==> src/rtl/uart_receiver_if.sv <==
// UART receive-side types and the receiver's bus interface.
// The package holds the uart_config_t register fields shared with the transmitter.
package uart_pkg;

  typedef enum logic [2:0] {
    BAUD_9600   = 3'd0,
    BAUD_19200  = 3'd1,
    BAUD_38400  = 3'd2,
    BAUD_57600  = 3'd3,
    BAUD_115200 = 3'd4
  } baud_rate_t;

  typedef enum logic [1:0] {
    DATA_BITS_5 = 2'd0,
    DATA_BITS_6 = 2'd1,
    DATA_BITS_7 = 2'd2,
    DATA_BITS_8 = 2'd3
  } data_bits_t;

  typedef enum logic [1:0] {
    PARITY_NONE = 2'd0,
    PARITY_ODD  = 2'd1,
    PARITY_EVEN = 2'd2
  } parity_t;

  typedef enum logic {
    STOP_BITS_1 = 1'b0,
    STOP_BITS_2 = 1'b1
  } stop_bits_t;

  typedef struct packed {
    baud_rate_t baud_rate;
    data_bits_t data_bits;
    parity_t    parity;
    stop_bits_t stop_bits;
    logic       lsb_first;
  } uart_config_t;

endpackage

// Pin, configuration and frame-result signals between the register block and the receiver.
interface uart_receiver_if;
  import uart_pkg::*;

  logic         rx;
  uart_config_t uart_config;
  logic [7:0]   rx_data;
  logic         rx_valid;
  logic         parity_error;
  logic         framing_error;
  logic         busy;

  // Register-block / pin side: drives the line and configuration, observes results.
  modport master (
    output rx, uart_config,
    input  rx_data, rx_valid, parity_error, framing_error, busy
  );

  // Receiver side.
  modport slave (
    input  rx, uart_config,
    output rx_data, rx_valid, parity_error, framing_error, busy
  );
endinterface

==> src/rtl/uart_receiver.sv <==
// Serial-to-parallel UART receiver: 2-flop input synchroniser, mid-bit sampling,
// 5-8 data bits LSB- or MSB-first, optional parity, first-stop-bit check.
module uart_receiver #(
  parameter int unsigned CLK_FREQ = 1843200
) (
  input logic            clk,
  input logic            rst,
  uart_receiver_if.slave bus
);
  import uart_pkg::*;

  typedef enum logic [2:0] {
    S_IDLE   = 3'd0,
    S_START  = 3'd1,
    S_DATA   = 3'd2,
    S_PARITY = 3'd3,
    S_STOP   = 3'd4
  } state_t;

  // Clock cycles per bit for a baud encoding; unknown encodings fall back to 9600.
  function automatic logic [31:0] cycles_per_bit(input baud_rate_t baud);
    logic [31:0] cpb;
    case (baud)
      BAUD_19200:  cpb = CLK_FREQ / 32'd19200;
      BAUD_38400:  cpb = CLK_FREQ / 32'd38400;
      BAUD_57600:  cpb = CLK_FREQ / 32'd57600;
      BAUD_115200: cpb = CLK_FREQ / 32'd115200;
      default:     cpb = CLK_FREQ / 32'd9600;
    endcase
    return cpb;
  endfunction

  // Clear every bit at or above the configured word length.
  function automatic logic [7:0] mask_word(input logic [7:0] word, input logic [3:0] nbits);
    logic [7:0] mask;
    mask = 8'hFF >> (4'd8 - nbits);
    return word & mask;
  endfunction

  state_t      state_q;
  logic        rx_meta_q;
  logic        rx_s_q;
  logic [1:0]  sync_vld_q;   // rx_s_q reflects the real pin once bit 1 is set
  logic        armed_q;      // rx_s was seen high in IDLE, so a low now is a falling edge
  logic [31:0] cnt_q;
  logic [31:0] cpb_q;
  logic [31:0] half_q;
  logic [3:0]  nbits_q;
  logic [3:0]  bit_idx_q;
  parity_t     parity_q;
  logic        lsb_first_q;
  logic [7:0]  shift_q;
  logic        par_acc_q;
  logic        par_err_q;
  logic [7:0]  rx_data_q;
  logic        rx_valid_q;
  logic        parity_error_q;
  logic        framing_error_q;
  logic        busy_q;

  logic [31:0] cpb_d;
  logic [2:0]  bit_pos_s;
  logic        last_bit_s;
  logic        has_parity_s;

  // Decode the live baud setting and the write position of the current data sample.
  always_comb begin
    cpb_d        = cycles_per_bit(bus.uart_config.baud_rate);
    last_bit_s   = (bit_idx_q == (nbits_q - 4'd1));
    has_parity_s = (parity_q == PARITY_ODD) || (parity_q == PARITY_EVEN);
    if (lsb_first_q) begin
      bit_pos_s = bit_idx_q[2:0];
    end else begin
      bit_pos_s = 3'(nbits_q - 4'd1 - bit_idx_q);
    end
  end

  // Synchroniser, receive FSM and registered frame results.
  always_ff @(posedge clk) begin
    if (!rst) begin
      state_q         <= S_IDLE;
      rx_meta_q       <= 1'b1;
      rx_s_q          <= 1'b1;
      sync_vld_q      <= 2'b00;
      armed_q         <= 1'b0;
      cnt_q           <= 32'd0;
      cpb_q           <= 32'd0;
      half_q          <= 32'd0;
      nbits_q         <= 4'd8;
      bit_idx_q       <= 4'd0;
      parity_q        <= PARITY_NONE;
      lsb_first_q     <= 1'b1;
      shift_q         <= 8'd0;
      par_acc_q       <= 1'b0;
      par_err_q       <= 1'b0;
      rx_data_q       <= 8'd0;
      rx_valid_q      <= 1'b0;
      parity_error_q  <= 1'b0;
      framing_error_q <= 1'b0;
      busy_q          <= 1'b0;
    end else begin
      rx_meta_q  <= bus.rx;
      rx_s_q     <= rx_meta_q;
      sync_vld_q <= {sync_vld_q[0], 1'b1};
      rx_valid_q <= 1'b0;
      case (state_q)
        S_IDLE: begin
          cnt_q <= 32'd0;
          if (armed_q && !rx_s_q) begin
            state_q     <= S_START;
            busy_q      <= 1'b1;
            armed_q     <= 1'b0;
            cpb_q       <= cpb_d;
            half_q      <= cpb_d >> 1;
            nbits_q     <= 4'(bus.uart_config.data_bits) + 4'd5;
            parity_q    <= bus.uart_config.parity;
            lsb_first_q <= bus.uart_config.lsb_first;
          end else if (sync_vld_q[1] && rx_s_q) begin
            armed_q <= 1'b1;
          end else begin
            armed_q <= armed_q;
          end
        end
        S_START: begin
          if (cnt_q == half_q - 32'd1) begin
            cnt_q <= 32'd0;
            if (!rx_s_q) begin
              state_q   <= S_DATA;
              bit_idx_q <= 4'd0;
              shift_q   <= 8'd0;
              par_acc_q <= 1'b0;
              par_err_q <= 1'b0;
            end else begin
              state_q <= S_IDLE;
              busy_q  <= 1'b0;
            end
          end else begin
            cnt_q <= cnt_q + 32'd1;
          end
        end
        S_DATA: begin
          if (cnt_q == cpb_q - 32'd1) begin
            cnt_q              <= 32'd0;
            shift_q[bit_pos_s] <= rx_s_q;
            par_acc_q          <= par_acc_q ^ rx_s_q;
            bit_idx_q          <= bit_idx_q + 4'd1;
            if (last_bit_s) begin
              state_q <= has_parity_s ? S_PARITY : S_STOP;
            end else begin
              state_q <= S_DATA;
            end
          end else begin
            cnt_q <= cnt_q + 32'd1;
          end
        end
        S_PARITY: begin
          if (cnt_q == cpb_q - 32'd1) begin
            cnt_q   <= 32'd0;
            state_q <= S_STOP;
            if (parity_q == PARITY_ODD) begin
              par_err_q <= ~(par_acc_q ^ rx_s_q);
            end else begin
              par_err_q <= par_acc_q ^ rx_s_q;
            end
          end else begin
            cnt_q <= cnt_q + 32'd1;
          end
        end
        S_STOP: begin
          if (cnt_q == cpb_q - 32'd1) begin
            cnt_q           <= 32'd0;
            rx_data_q       <= mask_word(shift_q, nbits_q);
            parity_error_q  <= has_parity_s ? par_err_q : 1'b0;
            framing_error_q <= ~rx_s_q;
            rx_valid_q      <= 1'b1;
            state_q         <= S_IDLE;
            busy_q          <= 1'b0;
          end else begin
            cnt_q <= cnt_q + 32'd1;
          end
        end
        default: begin
          state_q <= S_IDLE;
          busy_q  <= 1'b0;
          cnt_q   <= 32'd0;
        end
      endcase
    end
  end

  assign bus.rx_data       = rx_data_q;
  assign bus.rx_valid      = rx_valid_q;
  assign bus.parity_error  = parity_error_q;
  assign bus.framing_error = framing_error_q;
  assign bus.busy          = busy_q;

endmodule

==> src/flat_wrapper.sv <==
// flat-port wrapper written by rule: the top's interface ports become plain ports
module uart_receiver_flat import uart_pkg::*;
#(
  parameter int unsigned CLK_FREQ = 1843200
)
  (clk, rst, bus_rx, bus_uart_config, bus_rx_data, bus_rx_valid, bus_parity_error, bus_framing_error, bus_busy);
  uart_receiver_if bus_i ();
  input logic clk;
  input logic rst;
  input wire logic [$bits(bus_i.rx)-1:0] bus_rx;
  input wire logic [$bits(bus_i.uart_config)-1:0] bus_uart_config;
  output wire logic [$bits(bus_i.rx_data)-1:0] bus_rx_data;
  output wire logic [$bits(bus_i.rx_valid)-1:0] bus_rx_valid;
  output wire logic [$bits(bus_i.parity_error)-1:0] bus_parity_error;
  output wire logic [$bits(bus_i.framing_error)-1:0] bus_framing_error;
  output wire logic [$bits(bus_i.busy)-1:0] bus_busy;
  assign bus_i.rx = bus_rx;
  assign bus_i.uart_config = bus_uart_config;
  assign bus_rx_data = bus_i.rx_data;
  assign bus_rx_valid = bus_i.rx_valid;
  assign bus_parity_error = bus_i.parity_error;
  assign bus_framing_error = bus_i.framing_error;
  assign bus_busy = bus_i.busy;
  uart_receiver #(.CLK_FREQ(CLK_FREQ)) u_core (.clk(clk), .rst(rst), .bus(bus_i));
endmodule
==> config.mk <==
export PLATFORM = sky130hd
export DESIGN_NAME = uart_receiver_flat
export DESIGN_NICKNAME = d
export VERILOG_FILES = /design/src/rtl/uart_receiver_if.sv /design/src/rtl/uart_receiver.sv /design/src/flat_wrapper.sv
export SDC_FILE = /design/constraint.sdc
export NUM_CORES = 1
export LEC_CHECK = 0
export CAP_MARGIN = 0
export CELL_PAD_IN_SITES_DETAIL_PLACEMENT = 1
export CELL_PAD_IN_SITES_GLOBAL_PLACEMENT = 2
export CORE_MARGIN = 2
export CORE_UTILIZATION = 25
export CTS_BUF_LIST = sky130_fd_sc_hd__clkbuf_8 sky130_fd_sc_hd__clkbuf_16
export DETAILED_ROUTE_END_ITERATION = 8
export PLACE_DENSITY = 0.68
export SLEW_MARGIN = 10
export SYNTH_ARGS = -nofsm -noshare
export SYNTH_HDL_FRONTEND = slang
export SYNTH_SLANG_ARGS = --single-unit
==> constraint.sdc <==
create_clock -name clk -period 2.4 [get_ports clk]
set_input_delay 0.48 -clock clk [delete_from_list [all_inputs] [get_ports clk]]
set_output_delay 0.48 -clock clk [all_outputs]
set_load 0.03 [all_outputs]
* Word level (Yosys, flattened, before mapping) *
Cells that the tools add are included.

storage, ports and cells
  register bits = 136
  bits of input ports = 12
  output and inout bits = 12
  word-level logic and storage cells = 118

cells by class
  add/sub/neg operators = 8
  magnitude comparators = 2
  equality and inequality tests = 20
  shifts and indexed selects = 1
  muxes and demuxes = 42
  bitwise logic cells = 5
  reduce and logical (&&, ||, !) cells = 19

operators by type and width
  operator                 number
  $eq A32 B32 Y1           2
  $mux W32                 2
  $pmux W32 S2             1
  $add A32 B1 Y32 const B  1
  $pmux W8 S4              1
  $sub A31 B1 Y32 const B  1
  $sub A32 B1 Y32 const B  1
  $mux W3                  8
  $mux W8                  3
  $pmux W8 S2              1
  $mux W1                  15
  $pmux W3 S5              1
  $eq A3 B2 Y1 const B     4
  $mux W4                  3
  $ne A2 B1 Y1 const B     6
  $reduce_and A5 Y1        2
  $and A8 B8 Y8            1
  $bwmux W8                1
  $pmux W4 S2              1
  $reduce_and A2 Y1        4
  $reduce_and A4 Y1        2
  $shr A8 B4 Y8 const A    1
  $eq A3 B1 Y1 const B     2
  $eq A3 B3 Y1 const B     2
  other kinds (24)         31

* Depth between registers and ports, before layout *
  depth in word-level cells = 10
  mapped depth = 10
  depth with buffers taken out = 9

* Least setup slack after synthesis *
OpenSTA, ideal clock, no wires.

  path type = reg-to-reg
  start point = register u_core.half_q[3]
  end point = register u_core.par_acc_q
  setup time = 0.122 ns
  arrival time = 2.436 ns
  data required time = 2.278 ns
  path slack = -0.158 ns
  stages on the path, launching flop included = 11
  path buffers = 2
  period minus slack after synthesis = 2.558 ns
  path through = dfxtp_1 inv_1 ha_1 or3b_2 clkbuf_1 nor3_1 o211ai_1 or4_4 clkbuf_1 a31oi_1 o21ai_0

between the ends
  longest elaborated chain between the ends = 4

RTL lines
  item                                line                  text
  start, declared                     uart_receiver.sv:47   logic [31:0] half_q;
  start signal, assigned              uart_receiver.sv:114  half_q <= cpb_d >> 1;
  $sub A31 B1 Y32                     uart_receiver.sv:125  if (cnt_q == half_q - 32'd1) begin
  $eq A32 B32 Y1                      uart_receiver.sv:125
  $ne A2 B1 Y1 (no source line)       n/a
  $reduce_and A4 Y1 (no source line)  n/a
  end signal, assigned                uart_receiver.sv:145  par_acc_q <= par_acc_q ^ rx_s_q;
  end, declared                       uart_receiver.sv:53   logic par_acc_q;

No other way between the ends.
A chain may end at the register's enable or synchronous reset.

* Final worst setup path *
  start point = register u_core.half_q[6]
  end point = register u_core.bit_idx_q[3]

between the ends
  longest elaborated chain between the ends = 4

RTL lines
  item                                line                  text
  $sub A31 B1 Y32                     uart_receiver.sv:125
  $eq A32 B32 Y1                      uart_receiver.sv:125
  $ne A2 B1 Y1 (no source line)       n/a
  $reduce_and A4 Y1 (no source line)  n/a
  end signal, assigned                uart_receiver.sv:146  bit_idx_q <= bit_idx_q + 4'd1;
  end, declared                       uart_receiver.sv:49   logic [3:0] bit_idx_q;

No other way between the ends.

==> results.ini <==
[die]
die_height_um=133
coreArea_um2=16500
dieArea_um2=17800
fp.dieW_um=133
initial_core_util=0.254
boundaryPins=24
fp-row-count=47

[synth]
syn_area_per_cell_um2=8.08
synth_ff_type=dfxtp_1
yosysSeqAreaShare=0.369
syn_inst=517
synth_edf_count=0
synthesis.nets=543
synth_area_um2=4180
synth_top_area_frac=0.369
yosys.area.top_type=dfxtp_1
yosysUniqueCellTypes=51
synth_seq_cells=77
async_flop_share=0
yosys-top-cells-area=dfxtp_1 (37%), xnor2_1 (6.1%), nand2_1 (4.6%), nor2_1 (4.6%), xor2_1 (4.0%)
synth_warnings=0

[sta]
max_slew.worst_pin.slew_ns=0.519
fin_crit_sh=1.08
fin_setup_tns_ns=-7.22
fin_skew_ns=0.00862
layout_min_cycle_time_ns=2.60
timing.slew.headroom=0.654
finalHoldViolCount=0
rsz0062_at_grt=true
setup_viol=52
fmax_mhz=385
final.setup.worst_slack_ns=-0.197
maxSlewViolCount=0
hold_slack_ns=0.413

[grt]
grt_pass1_vias=4054
grt_overflow=0
grt_pass1_wl_um=20200
grt_max_degree=33
groute.usage.overall=0.143
antenna_found_initial=0

[route]
avgViaCountPerCell=4.83
route.antenna.remaining_nets=0
drtIter0Drc=108
wl_per_cell_um=15.8
vias=3948
dr.pass1.iters=6
post-route-drc-count=0
routed_wl_um=12900

[cts]
cts_buffers=9
root_buffer=clkbuf_16
clock_path_buffers=2
worstSkewPairLatency_ns=0.35
clk_pin_slew_ns=0.06
h-tree-depth=3
cts.sinks=77
cts_tree=yes

[placement]
gp_congestion=0.834
port_buffers=22
dp_hpwl_um=9210
place_ws_ns=-0.217
placedCellCount=791

[layout]
fin_nets=618
mostFrequentLayoutCells=dfxtp_1 (75), buf_4 (55), nand2_1 (50)
fillers=1943
area_delta_synth_final_pct=40.9
multi_input_area_um2=2780
finalNonFillerCells=817
final_common_cell=dfxtp_1
antennaDiodeCount=0
seqCellArea_um2=1540
drive_above_1_share=0.248

[critical_path]
rr_startpoint=u_core.half_q[6]
crit_path_end_kind=register
ff2ff_path_depth=6
cp_data_required_time_ns=2.69
rr_endpoint=u_core.bit_idx_q[3]
critical_path_class=register to register
crit_fanout=7
arrival_ns=2.89
crit_path_start_kind=register
ff2ff_setup_slack_ns=-0.20

[min_path]
hp-class=register to register
min_to=u_core.rx_s_q
hold_depth=1
worstHoldStart=u_core.rx_meta_q

[pwr]
peakVddDrop_mv=0.449
leakage_uw=0.00204
power_density_nw_per_um2=516
p_total_uw=3040

[status]
violations=setup timing
status=finished, violations left

[job]
cap_violations=0

per-layer routing:
metal | wire length (um) | share of wire | global-route usage
met5 | 0 | 0 | 0
met4 | 228 | 0.018 | 0.0561
met3 | 234 | 0.018 | 0.0266
met2 | 6930 | 0.54 | 0.263
met1 | 5510 | 0.43 | 0.162
cell families after synthesis:
family | share of synthesized area
AND/OR/NAND/NOR | 0.279
multiplexers | 0.00719
adder cells (fa/ha/maj) | 0.0437
flip-flops | 0.369
buffers and inverters | 0.0521
AO/OA/AOI/OAI | 0.143
XOR/XNOR | 0.106
synth_stat cells (13+ instances only):
master,instances
a21oi_1,15
o21ai_0,21
ha_1,13
nor3_1,23
xnor2_1,29
xor2_1,19
inv_1,29
nand3_1,32
a21boi_0,15
nor2_1,51
clkbuf_1,24
dfxtp_1,77
nand2_1,51
per-stage QoR:
stage / util / instance area (um^2)
finish: 0.358 / 5890
global route: 0.358 / 5890
detailed placement: 0.309 / 5080
CTS: 0.332 / 5470
global placement: 0.309 / 5080
floorplan: - / 4260
final cells by class:
class | instances | area share
clock buffers | 10 | 0.0406
inverters | 29 | 0.0185
repair buffers | 92 | 0.141
multi-input cells | 383 | 0.472
well taps | 220 | 0.0467
clock inverters | 6 | 0.0187
flip-flops and latches | 77 | 0.262
where the power goes:
part / leakage (uW) / internal [uW] / switching, uW
clock: 0.000165 / 1040 / 565
sequential: 0.000623 / 1290 / 7.20
combinational: 0.00126 / 66.9 / 69.4
total: 0.00204 / 2390 / 641
flip-flops by register name, indices dropped and copies added, names as in the netlist, 2 cells and up:
register,cells
u_core.bus.rx_data,8
u_core.half_q,4
u_core.nbits_q,4
u_core.cnt_q,32
u_core.state_q,3
u_core.bit_idx_q,4
u_core.sync_vld_q,2
u_core.parity_q,2
u_core.shift_q,8
worst max-delay path: stages, from the launching register on:
cell     delay [ns]
dfxtp_2        0.31
or4_4          0.57
or4_4          0.51
and2_4         0.18
or4_4          0.49
or3_1          0.35
a21oi_2        0.12
how the worst max path moves through the flow:
stage / startpoint / end / cells after the start / slack (ns)
floorplan: u_core.half_q[6] / u_core.bit_idx_q[3] / 6 / -0.04
finish: u_core.half_q[6] / u_core.bit_idx_q[3] / 6 / -0.20
global placement: u_core.half_q[6] / u_core.bus.rx_data[6] / 6 / -0.17
global route: u_core.half_q[6] / u_core.state_q[1] / 7 / -0.30
CTS: u_core.half_q[6] / u_core.state_q[1] / 7 / -0.20
detailed placement: u_core.half_q[3] / u_core.state_q[1] / 10 / -0.22
what timing repair did:
| action | 4_1_cts | 5_1_grt |
|---|---|---|
| hold buffers | 0 | 0 |
| resized for setup | 12 | 83 |
| pin swaps | 12 | 38 |
| setup endpoints to repair | 54 | 60 |
| buffers inserted | 2 | 4 |
| cloned | 0 | 5 |
| hold endpoints to repair | 0 | 0 |
Power figures use the tool's default switching activity.
